## src/rtl/mc_control_unit.sv

```systemverilog
`default_nettype none
// ============================================================================
// mc_control_unit : multicycle RISC-V control FSM (Moore, with memory waits)
// Revision 1.0
// ============================================================================
module mc_control_unit #(
   parameter int ALU_CTRL_W = 3,
   parameter bit BNE_EN     = 1'b1,
   parameter bit JAL_EN     = 1'b1
) (
   input  logic                  clk,
   input  logic                  reset,
   input  logic [6:0]            op,
   input  logic [2:0]            f3,
   input  logic                  f7,
   input  logic                  zero,
   input  logic                  memReady,
   output logic                  pcWrite,
   output logic                  adrSrc,
   output logic                  memWrite,
   output logic                  irWrite,
   output logic [1:0]            resultSrc,
   output logic [1:0]            aluSrcA,
   output logic [1:0]            aluSrcB,
   output logic [1:0]            immSrc,
   output logic                  regWrite,
   output logic [ALU_CTRL_W-1:0] ALUControl,
   output logic                  illegal
);

   localparam logic [6:0] c_OP_LW  = 7'b0000011;
   localparam logic [6:0] c_OP_SW  = 7'b0100011;
   localparam logic [6:0] c_OP_R   = 7'b0110011;
   localparam logic [6:0] c_OP_I   = 7'b0010011;
   localparam logic [6:0] c_OP_BR  = 7'b1100011;
   localparam logic [6:0] c_OP_JAL = 7'b1101111;

   localparam logic [2:0] c_ALU_ADD = 3'b000;
   localparam logic [2:0] c_ALU_SUB = 3'b001;
   localparam logic [2:0] c_ALU_AND = 3'b010;
   localparam logic [2:0] c_ALU_OR  = 3'b011;
   localparam logic [2:0] c_ALU_SLT = 3'b101;

   typedef enum logic [3:0] {
      S_FETCH    = 4'd0,
      S_DECODE   = 4'd1,
      S_MEMADR   = 4'd2,
      S_MEMREAD  = 4'd3,
      S_MEMWB    = 4'd4,
      S_MEMWRITE = 4'd5,
      S_EXECR    = 4'd6,
      S_EXECI    = 4'd7,
      S_ALUWB    = 4'd8,
      S_BRANCH   = 4'd9,
      S_JAL      = 4'd10
   } state_t;

   state_t      r_state, w_next;
   logic        w_pc, w_adr, w_mw, w_ir, w_rw, w_ill;
   logic [1:0]  w_rs, w_a, w_b;
   logic [2:0]  w_alu, w_funct_alu;
   logic        w_br_ok, w_is_jal;

   assign w_br_ok  = (f3 == 3'b000) || (BNE_EN && (f3 == 3'b001));
   assign w_is_jal = JAL_EN && (op == c_OP_JAL);

   always_comb begin
      w_funct_alu = c_ALU_ADD;
      case (f3)
         3'b000:  w_funct_alu = ({op[5], f7} == 2'b11) ? c_ALU_SUB : c_ALU_ADD;
         3'b010:  w_funct_alu = c_ALU_SLT;
         3'b110:  w_funct_alu = c_ALU_OR;
         3'b111:  w_funct_alu = c_ALU_AND;
         default: w_funct_alu = c_ALU_ADD;
      endcase
   end

   always_comb begin
      immSrc = 2'b00;
      case (op)
         c_OP_SW:  immSrc = 2'b01;
         c_OP_BR:  immSrc = 2'b10;
         c_OP_JAL: immSrc = 2'b11;
         default:  immSrc = 2'b00;
      endcase
   end

   always_ff @(posedge clk or posedge reset) begin
      if (reset) r_state <= S_FETCH;
      else       r_state <= w_next;
   end

   always_comb begin
      w_next = r_state;
      w_pc   = 1'b0;
      w_adr  = 1'b0;
      w_mw   = 1'b0;
      w_ir   = 1'b0;
      w_rw   = 1'b0;
      w_ill  = 1'b0;
      w_rs   = 2'b00;
      w_a    = 2'b00;
      w_b    = 2'b00;
      w_alu  = c_ALU_ADD;
      case (r_state)
         S_FETCH: begin
            w_b  = 2'b10;
            w_rs = 2'b10;
            w_ir = memReady;
            w_pc = memReady;
            if (memReady) w_next = S_DECODE;
         end
         S_DECODE: begin
            // Target (oldPC + imm) lands in ALUOut for BRANCH/JAL to use.
            w_a = 2'b01;
            w_b = 2'b01;
            if ((op == c_OP_LW) || (op == c_OP_SW)) w_next = S_MEMADR;
            else if (op == c_OP_R)                  w_next = S_EXECR;
            else if (op == c_OP_I)                  w_next = S_EXECI;
            else if ((op == c_OP_BR) && w_br_ok)    w_next = S_BRANCH;
            else if (w_is_jal)                      w_next = S_JAL;
            else begin
               w_ill  = 1'b1;
               w_next = S_FETCH;
            end
         end
         S_MEMADR: begin
            w_a    = 2'b10;
            w_b    = 2'b01;
            w_next = op[5] ? S_MEMWRITE : S_MEMREAD;
         end
         S_MEMREAD: begin
            w_adr = 1'b1;
            if (memReady) w_next = S_MEMWB;
         end
         S_MEMWRITE: begin
            w_adr = 1'b1;
            w_mw  = 1'b1;
            if (memReady) w_next = S_FETCH;
         end
         S_MEMWB: begin
            w_rs   = 2'b01;
            w_rw   = 1'b1;
            w_next = S_FETCH;
         end
         S_EXECR: begin
            w_a    = 2'b10;
            w_alu  = w_funct_alu;
            w_next = S_ALUWB;
         end
         S_EXECI: begin
            w_a    = 2'b10;
            w_b    = 2'b01;
            w_alu  = w_funct_alu;
            w_next = S_ALUWB;
         end
         S_ALUWB: begin
            w_rw   = 1'b1;
            w_next = S_FETCH;
         end
         S_BRANCH: begin
            w_a    = 2'b10;
            w_alu  = c_ALU_SUB;
            w_pc   = zero ^ f3[0];
            w_next = S_FETCH;
         end
         S_JAL: begin
            w_a    = 2'b01;
            w_b    = 2'b10;
            w_pc   = 1'b1;
            w_next = S_ALUWB;
         end
         default: w_next = S_FETCH;
      endcase
   end

   // Enables are masked while reset is held so FETCH cannot fire early.
   assign pcWrite   = w_pc  & ~reset;
   assign irWrite   = w_ir  & ~reset;
   assign regWrite  = w_rw  & ~reset;
   assign memWrite  = w_mw  & ~reset;
   assign illegal   = w_ill & ~reset;
   assign adrSrc    = w_adr;
   assign resultSrc = w_rs;
   assign aluSrcA   = w_a;
   assign aluSrcB   = w_b;

   always_comb begin
      ALUControl      = '0;
      ALUControl[2:0] = w_alu;
   end

endmodule
`default_nettype wire

```

## config.mk

```make
export PLATFORM = sky130hd
export DESIGN_NAME = mc_control_unit
export DESIGN_NICKNAME = d
export VERILOG_FILES = /design/src/rtl/mc_control_unit.sv
export SDC_FILE = /design/constraint.sdc
export NUM_CORES = 1
export LEC_CHECK = 0
export BUFFER_PORTS_ARGS = -buffer_cell sky130_fd_sc_hd__buf_2
export CAP_MARGIN = 0
export CORE_UTILIZATION = 40
export DETAILED_ROUTE_END_ITERATION = 8
export PLACE_DENSITY = 0.75
export SETUP_SLACK_MARGIN = 0.1
export SYNTH_ARGS = -nofsm -noshare
export SYNTH_HDL_FRONTEND = slang
export SYNTH_SLANG_ARGS = --single-unit
```

## constraint.sdc

```tcl
create_clock -name clk -period 1.25 [get_ports clk]
set_input_delay 0.1875 -clock clk [delete_from_list [all_inputs] [get_ports clk]]
set_output_delay 0.1875 -clock clk [all_outputs]
set_load 0.01 [all_outputs]
```

==> results.sh <==
export IMPL_status="finished with violations"
export IMPL_violations="setup timing"
export IMPL_area_growth_pct=77.7
export IMPL_cts_made_buffers=3
export IMPL_p_per_area_nw_per_um2=568
export IMPL_worstMarginPinSlew_ns=0.334
export IMPL_drtIter0Drc=25
export IMPL_route_antenna_remaining_nets=0
export IMPL_start_kind="flop"
export IMPL_hold_path_class="input port to flop"
export IMPL_cts_root_buf="clkbuf_4"
export IMPL_synth_seq_cells=4
export IMPL_hold_viol=0
export IMPL_rsz0062_at_grt="true"
export IMPL_fin_area_sq_um=1110
export IMPL_path_clk_slew_ns=0.04
export IMPL_tritoncts="yes"
export IMPL_crit_fanout=2
export IMPL_top_register="r_state"
export IMPL_seqPwrFrac_pct=23.9
export IMPL_grt_overflow_total=0
export IMPL_p_sw_share_pct=33.2
export IMPL_crit_arrival_ns=1.48
export IMPL_synth_mux_area_share_pct=5.62
export IMPL_required_ns=1.06
export IMPL_top_regs="r_state (4)"
export IMPL_postSynthNetCount=94
export IMPL_h_tree_depth=1
export IMPL_synthAdderAreaFrac_pct=0
export IMPL_power_leakage_nw=0.536
export IMPL_final_nets=155
export IMPL_ys_seq_area_share_pct=16.1
export IMPL_layout_commonest_cell="buf_2"
export IMPL_drc_errors=0
export IMPL_grt_pass1_wl_um=3280
export IMPL_setup_violations_final=18
export IMPL_layout_common_cells="buf_2, buf_4, nor2_1, nand3_1"
export IMPL_via_count=877
export IMPL_drt_first_pass_iters=4
export IMPL_peakVddDrop_mv=0.490
export IMPL_avgSynthCellArea_sq_um=7.89
export IMPL_hpwl_um=1470
export IMPL_drive_gt1_share_pct=60.4
export IMPL_fin_total_pwr_w=0.000629
export IMPL_ys_warn_count=0
export IMPL_port_buffers=31
export IMPL_clockPowerShare_pct=27.6
export IMPL_slew_headroom_pct=77.7
export IMPL_floorplan_initialDensity_pct=45.6
export IMPL_synth_xor_area_share_pct=4.22
export IMPL_pwr_share_comb_pct=48.5
export IMPL_die_y_um=41.5
export IMPL_syn_inst=79
export IMPL_post_route_period_util_pct=134
export IMPL_timing_final_ws_setup_ns=-0.419
export IMPL_place_congestion=0.936
export IMPL_antennaDiodeCount=0
export IMPL_dieArea_sq_um=1720
export IMPL_setup_tns_final_ns=-5.32
export IMPL_grtUsageTotal_pct=23.8
export IMPL_cap_viol_max_count=0
export IMPL_routed_wl_um=2180
export IMPL_crit_path_end_kind="output port"
export IMPL_clock_latency_ns=0.23
export IMPL_crit_type="flop to output port"
export IMPL_synth_top_family_by_area="simple AND/OR/NAND/NOR gates"
export IMPL_core_area_sq_um=1370
export IMPL_antenna_found_initial=0
export IMPL_switching_power_w=0.000209
export IMPL_rows=13
export IMPL_dp_cells=147
export IMPL_largest_register_ffs=4
export IMPL_p_int_w=0.000420
export IMPL_ctsLongestPathBuffers=2
export IMPL_fmax_ghz=0.599
export IMPL_die_x_um=41.5
export IMPL_ys_types=39
export IMPL_fin_cells=154
export IMPL_maxSlewViolCount=0
export IMPL_cts_sinks=4
export IMPL_grt_max_degree=13
export IMPL_grt_pass1_vias=786
export IMPL_wl_per_cell_um=14.1
export IMPL_finClkSkew_ns=0.00529
export IMPL_dpl_cell_area_sq_um=965
export IMPL_syn_area_sq_um=623
export IMPL_synth_compound_area_share_pct=19.9
export IMPL_yosys_area_share_simple_pct=42.0
export IMPL_min_period_ns=1.67
export IMPL_io_pins=32
export IMPL_via_per_inst=5.69
-- worst max-delay path, stage by stage (launching register included) --
cell and delay [ns]:
dfrtp_1 0.38, or3b_1 0.39, a21o_1 0.17, a211oi_2 0.16, buf_2 0.15
-- what timing repair did --
| action | CTS | global route |
|---|---|---|
| resized for setup | 12 | 9 |
| hold endpoints to repair | 4 | 0 |
| setup endpoints to repair | 21 | 21 |
| setup buffers | 1 | 1 |
| pin swaps | 2 | 3 |
| hold buffers | 1 | 0 |
-- logic make-up (layout without fill, tap and decap cells) --
kind of cell / after synthesis / after routing
buf+inv: 9 / 69
flops: 4 / 4
compound gates: 18 / 18
mux: 3 / 3
simple gates: 42 / 42
xor+xnor: 3 / 3
-- Yosys cell counts --
cell	n	area, sq um
nand3_1	5	25.0
nor2_1	5	18.8
a21oi_1	4	20.0
dfrtp_1	4	100
inv_1	4	15.0
nand2_1	4	15.0
nand4_1	4	25.0
buf_6	3	33.8
nor2b_1	3	18.8
nor3b_1	3	22.5
nor4_1	3	18.8
o21ai_0	3	15.0
and4_1	2	17.5
clkbuf_8	2	27.5
mux2i_1	2	20.0
o211ai_1	2	15.0
o311ai_0	2	17.5
or2_2	2	12.5
xnor2_1	2	17.5
a211oi_1	1	7.51
a211oi_2	1	12.5
a21o_1	1	7.51
a31oi_1	1	6.26
a32oi_1	1	8.76
and2_1	1	6.26
and3_1	1	6.26
and3_2	1	7.51
and3b_1	1	8.76
and4b_1	1	10.0
mux2_4	1	15.0
nand2b_1	1	6.26
nand3b_1	1	7.51
nor3_1	1	5.00
nor4b_2	1	15.0
o21a_1	1	7.51
o22ai_1	1	6.26
or3_1	1	6.26
or3b_1	1	8.76
xor2_1	1	8.76
-- final cells by class --
| class | count | area, sq um |
|---|---|---|
| Clock buffer | 4 | 26.3 |
| Fill cell | 92 | 259 |
| Inverter | 4 | 15.0 |
| Multi-Input combinational cell | 66 | 534 |
| Sequential cell | 4 | 103 |
| Tap cell | 15 | 18.8 |
| Timing Repair Buffer | 61 | 410 |
-- stage by stage --
step | util (%) | setup WS [ns] | hold WS, ns
after floorplan | - | -0.118 | -0.0308
after global placement | 70.6 | -0.141 | 0.137
final | 81.0 | -0.419 | 0.221
after CTS | 77.3 | -0.414 | 0.252
after global routing | 81.0 | -0.476 | 0.235
after detailed placement | 70.6 | -0.157 | 0.139
-- layer usage --
metal / track usage [%] / vias to the layer above / wire (um)
met5: 0 / - / 0
met4: 12.9 / 0 / 72
met3: 2.61 / 8 / 99
met2: 43.1 / 37 / 1170
met1: 26.7 / 408 / 839
li1: - / 424 / -
-- final timing paths --
kind	startpoint	endpoint	slack (ns)	cells past startpoint
setup / recovery	r_state[1]$_DFFE_PP0P_	pcWrite	-0.42	4
hold / removal	op[5]	r_state[0]$_DFFE_PP0P_	0.22	2
setup reg to reg	r_state[0]$_DFFE_PP0P_	r_state[1]$_DFFE_PP0P_	-0.15	3
hold reg to reg	r_state[3]$_DFFE_PP0P_	r_state[2]$_DFFE_PP0P_	0.62	2
max in group asynchronous	reset	r_state[2]$_DFFE_PP0P_	0.54	3
min in group asynchronous	reset	r_state[1]$_DFFE_PP0P_	0.52	3
-- power groups by stage --
stage	Clock (W)	Combinational [W]	Sequential, W
final	0.000174	0.000305	0.000150
after global routing	0.000190	0.000327	0.000151
after CTS	0.000178	0.000286	0.000149
after detailed placement	0	0.000268	0.000150
after global placement	0	0.000261	0.000149
after floorplan	0	0.000152	0.000143
Power figures use the tool's default switching activity.
